File: config.mk
export PLATFORM = sky130hd
export DESIGN_NAME = clk_period_meter
export DESIGN_NICKNAME = d
export VERILOG_FILES = /design/src/rtl/clk_period_meter_pkg.sv /design/src/rtl/clk_period_meter_sync_edge_det.sv /design/src/rtl/clk_period_meter.sv
export SDC_FILE = /design/constraint.sdc
export NUM_CORES = 1
export LEC_CHECK = 0
export ABC_CLOCK_PERIOD_IN_PS = 4800
export CAP_MARGIN = 20
export CORE_MARGIN = 1.5
export CORE_UTILIZATION = 54
export DETAILED_ROUTE_END_ITERATION = 6
export GPL_TIMING_DRIVEN = 0
export PLACE_DENSITY = 0.84
export SYNTH_ARGS = -nofsm -noshare
export SYNTH_HDL_FRONTEND = slang
export SYNTH_HIERARCHICAL = 1
export SYNTH_SLANG_ARGS = --single-unit
File: constraint.sdc
create_clock -name clk -period 4.8 [get_ports clk]
set_input_delay 0.96 -clock clk [delete_from_list [all_inputs] [get_ports clk]]
set_output_delay 0.96 -clock clk [all_outputs]
set_load 0.01 [all_outputs]
File: src/rtl/clk_period_meter_pkg.sv
// Shared definitions for clk_period_meter: FSM state encoding and default counter width.
`timescale 1ns/1ps
package clk_period_meter_pkg;

    localparam int CNT_W_DEFAULT = 16;

    typedef enum logic {
        ST_IDLE    = 1'b0,
        ST_MEASURE = 1'b1
    } state_t;

endpackage

File: src/rtl/clk_period_meter_sync_edge_det.sv
// sync_edge_det: multi-flop synchroniser for an asynchronous input plus a one-flop
// delayed copy used to derive single-cycle rise/fall strobes in the clk domain.
`timescale 1ns/1ps
module sync_edge_det #(
    parameter int STAGES = 2
) (
    input  logic clk,
    input  logic rst_n,
    input  logic d_async,
    output logic q_sync,
    output logic rise,
    output logic fall
);

    logic [STAGES-1:0] chain;
    logic              q_d;

    always_ff @(posedge clk or negedge rst_n) begin
        if (!rst_n) begin
            chain <= '0;
            q_d   <= 1'b0;
        end else begin
            chain <= {chain[STAGES-2:0], d_async};
            q_d   <= chain[STAGES-1];
        end
    end

    assign q_sync = chain[STAGES-1];
    assign rise   = q_sync & ~q_d;
    assign fall   = ~q_sync & q_d;

endmodule

File: src/rtl/clk_period_meter.sv
// clk_period_meter: counts clk cycles between rising edges of an asynchronous input.
// Define CLK_METER_DUTY_EN to also measure the high time within each period.
`timescale 1ns/1ps
module clk_period_meter
    import clk_period_meter_pkg::*;
#(
    parameter int CNT_W       = CNT_W_DEFAULT,
    parameter int SYNC_STAGES = 2
) (
    input  logic             clk,
    input  logic             rst_n,
    input  logic             en,
    input  logic             sig_in,
    output logic [CNT_W-1:0] period,
    output logic [CNT_W-1:0] high_time,
    output logic             ovf,
    output logic             valid
);

    localparam logic [CNT_W-1:0] CNT_MAX = '1;
    localparam logic [CNT_W-1:0] CNT_ONE = CNT_W'(1);

    logic             s;
    logic             rise;
    logic             fall_unused;
    state_t           state;
    state_t           state_next;
    logic [CNT_W-1:0] cnt;
    logic [CNT_W-1:0] cnt_next;
    logic             report;

    sync_edge_det #(
        .STAGES (SYNC_STAGES)
    ) u_sync (
        .clk     (clk),
        .rst_n   (rst_n),
        .d_async (sig_in),
        .q_sync  (s),
        .rise    (rise),
        .fall    (fall_unused)
    );

    // The first rise after IDLE only starts timing; later rises close a period and restart at 1.
    always_comb begin
        state_next = state;
        cnt_next   = cnt;
        report     = 1'b0;
        case (state)
            ST_IDLE: begin
                cnt_next = '0;
                if (en && rise) begin
                    state_next = ST_MEASURE;
                    cnt_next   = CNT_ONE;
                end
            end
            ST_MEASURE: begin
                if (!en) begin
                    state_next = ST_IDLE;
                    cnt_next   = '0;
                end else if (rise) begin
                    report   = 1'b1;
                    cnt_next = CNT_ONE;
                end else if (cnt != CNT_MAX) begin
                    cnt_next = cnt + CNT_ONE;
                end
            end
            default: begin
                state_next = ST_IDLE;
                cnt_next   = '0;
            end
        endcase
    end

    always_ff @(posedge clk or negedge rst_n) begin
        if (!rst_n) begin
            state  <= ST_IDLE;
            cnt    <= '0;
            period <= '0;
            ovf    <= 1'b0;
            valid  <= 1'b0;
        end else begin
            state <= state_next;
            cnt   <= cnt_next;
            valid <= report;
            if (report) begin
                period <= cnt;
                ovf    <= (cnt == CNT_MAX);
            end
        end
    end

`ifdef CLK_METER_DUTY_EN
    logic [CNT_W-1:0] hi_cnt;
    logic [CNT_W-1:0] hi_cnt_next;
    logic [CNT_W-1:0] hi_total;

    // The rise cycle itself counts as high, so the reported value is hi_cnt plus s.
    assign hi_total = (hi_cnt == CNT_MAX) ? CNT_MAX : hi_cnt + CNT_W'(s);

    always_comb begin
        hi_cnt_next = hi_cnt;
        if (state != ST_MEASURE || !en || rise) begin
            hi_cnt_next = '0;
        end else if (s && hi_cnt != CNT_MAX) begin
            hi_cnt_next = hi_cnt + CNT_ONE;
        end
    end

    always_ff @(posedge clk or negedge rst_n) begin
        if (!rst_n) begin
            hi_cnt    <= '0;
            high_time <= '0;
        end else begin
            hi_cnt <= hi_cnt_next;
            if (report) begin
                high_time <= hi_total;
            end
        end
    end
`else
    logic s_unused;
    assign s_unused  = s;
    assign high_time = '0;
`endif

endmodule

==> results summary <==
The areal power density over the cells is between 200 and 300 nW/um2. The number of warning messages in the yosys log came out at 6. The total of endpoints with negative setup slack in the final report is 0. The count of pins over their slew limit is 0.

The area growth from synthesis to layout is 21.4%. Clock tree synthesis selected as its root buffer the cell sky130_fd_sc_hd__clkbuf_4. The number of placement rows came out at 20. The number of DRC markers in iteration 0 came out at 35. Setup repair after global routing left no endpoint under its margin.

Along the worst hold path, the cell count comes to 0. The final design instance area without fill is 2130 um2. Leaving out fill and tap cells, the most frequent cells in the layout are sky130_fd_sc_hd__dfrtp_1 (38), sky130_fd_sc_hd__clkdlybuf4s50_1 (20), sky130_fd_sc_hd__buf_4 (16), sky130_fd_sc_hd__conb_1 (16), sky130_fd_sc_hd__mux2_2 (15). The headroom to the max-slew limit came out at 0.460. The total negative setup slack is 0 ns. The timing-limited maximum frequency is 0.443 GHz. The overall routing resource usage came out at 0.199. In the final layout, the share of cells above drive strength 1 is 0.228.

The setup path with the least slack is of type in -> reg. The placement-stage cell area is between 2000 and 2500 um2. The total via count in the routed design came out at roughly 1300. The critical path capture point type is a flip-flop. The final estimated routing congestion in global placement is slightly above 0.8.

The worst reg-to-reg path cell count is 6. The synthesized netlist cell count is approximately 160. The starting density of the core is 0.571. The highest fanout seen on the critical path is 10. The HPWL after detailed placement is around 2.3 mm. The largest net degree at the start of global routing is 39.

The detail-routed net length per standard cell is between 10 and 15 um. The first-pass GRT wire length came out at roughly 5.3 mm. The number of endpoints with negative hold slack in the final report came out at 0. The core outline area came out at between 3000 and 4000 um2. The total of max-cap violations came out at 0. The count of hold buffers inserted by post-cts repair came out at 0. Using the TritonRoute via totals, the vias-per-cell ratio works out to around 5.3. The routed design has 3.10 mm of wire. TritonCTS built the clock tree.

The maximum root-to-sink buffer count is 2. In this run the critical register-to-register path is launched from cnt[0]. The deepest level of the CTS H-tree is 2. Leaving out fill and tap cells, the most frequent cell in the layout is sky130_fd_sc_hd__dfrtp_1. The number of CTS-inserted buffers is 5. The register-to-register path setup slack came out at between 2 and 3 ns. The clock tree skew after final layout is around 0.015 ns. For this run, design rule violations remaining after detail routing come to 0. The number of setup buffers added after CTS is 0. The worst hold slack came out at ~0.36 ns. The worst-case vdd ir drop came out at roughly 0.00022 V. The floorplan die height is 60.1 um. The kind of start point of the critical path is a primary input. The area of the die came out at 3610 um2. The number of global-route vias before repair is 1278. The worst hold path terminates at u_sync/chain[1].

The run finished with clean final reports. The post-synthesis area per instance came out at approximately 11 um2. For this design the top-level I/O count stands at 38. The initial antenna violation count came out at 0. The quantity of I/O buffers inserted on ports came out at 21.

The data arrival at the endpoint of the critical path is 2.52 ns. The synthesized cell area came out at between 1500 and 2000 um2. The final antenna-violating net count is 0. The reported leakage power is just under 1 nW. The final clock period utilization by the worst path is 0.470. The final period demand of the worst path is approximately 2.3 ns. For this run, the detailed router's first-pass iteration total came to 4. In this run the horizontal extent of the chip is around 60 um. The start point of the worst hold path is u_sync/chain[0].

For the worst setup path, the data required time is slightly above 5 ns. The slew at the pin with the worst max-slew slack is 0.811 ns. The worst register-to-register path ends at cnt[1].

The number of resized instances in the post-cts repair step came out at 0. The number of diodes added for antenna fixing came out at 0. The clock latency reported for the late side of the worst-skew pair is between 0.3 and 0.4 ns. The sum of overflow across all layers after global routing is 0. At the end of the flow, the number of nets in the layout was 206. The class of the worst hold path is reg -> reg.

The clock net in this run drives a total of 38 sinks. Clock-pin slew was measured on the worst setup and hold paths at around 0.11 ns.
==> area by class of cell <==
| class | count | area [um2] |
|---|---|---|
| flip-flops and latches | 38 | 951 |
| clock buffers | 7 | 55.1 |
| clock inverters | 1 | 5.00 |
| repair buffers | 21 | 205 |
| multi-input cells | 111 | 706 |
| inverters | 3 | 11.3 |
| plain buffers | 21 | 146 |
| fillers | 277 | 943 |
| well taps | 44 | 55.1 |
==> how the worst max path moves through the flow <==
stage / start / endpoint / cells past startpoint
after global routing: en / cnt[10] / 5
after detailed placement: en / cnt[3] / 5
after CTS: en / cnt[3] / 5
after floorplan: en / period[0] / 3
final: en / cnt[10] / 5
after global placement: rst_n / period[3] / 1
==> state kept, by name, summed over array words and instances (netlist names) <==
| signal | cells |
|---|---|
| period | 16 |
| ovf | 1 |
| u_sync/chain | 2 |
| u_sync/q_d | 1 |
| valid | 1 |
| state | 1 |
| cnt | 16 |
==> where the power goes <==
| part | internal (mW) | switching, mW | leakage (nW) |
|---|---|---|---|
| Sequential | 0.324 | 0.00261 | 0.522 |
| Clock | 0.0711 | 0.101 | 0.0353 |
| Combinational | 0.0169 | 0.0201 | 0.422 |
==> worst max-delay path: stages <==
cell and delay (ns):
sky130_fd_sc_hd__clkdlybuf4s50_1 0.55, sky130_fd_sc_hd__nand2_1 0.13, sky130_fd_sc_hd__or2_2 0.32, sky130_fd_sc_hd__dlygate4sd1_1 0.38, sky130_fd_sc_hd__a21oi_1 0.18
==> metal layers <==
| metal | global-route usage | vias up | wire length, um | part of all wire |
|---|---|---|---|---|
| li1 | - | 626 | - | - |
| met1 | 0.242 | 631 | 1310 | 0.42 |
| met2 | 0.339 | 43 | 1600 | 0.52 |
| met3 | 0.0498 | 6 | 153 | 0.049 |
| met4 | 0.0794 | 0 | 39 | 0.013 |
| met5 | 0 | - | 0 | 0 |
==> metrics by stage <==
step	total power, mW	instances	utilization	setup WS [ns]
4_1_cts	0.541	246	0.693	2.55
5_1_grt	0.558	246	0.693	2.42
3_3_place_gp	0.370	238	0.676	1.98
2_1_floorplan	0.356	173	-	2.95
3_5_place_dp	0.370	238	0.674	2.20
6_report	0.536	246	0.693	2.54
Note: power is estimated with default switching activity, not from simulation.
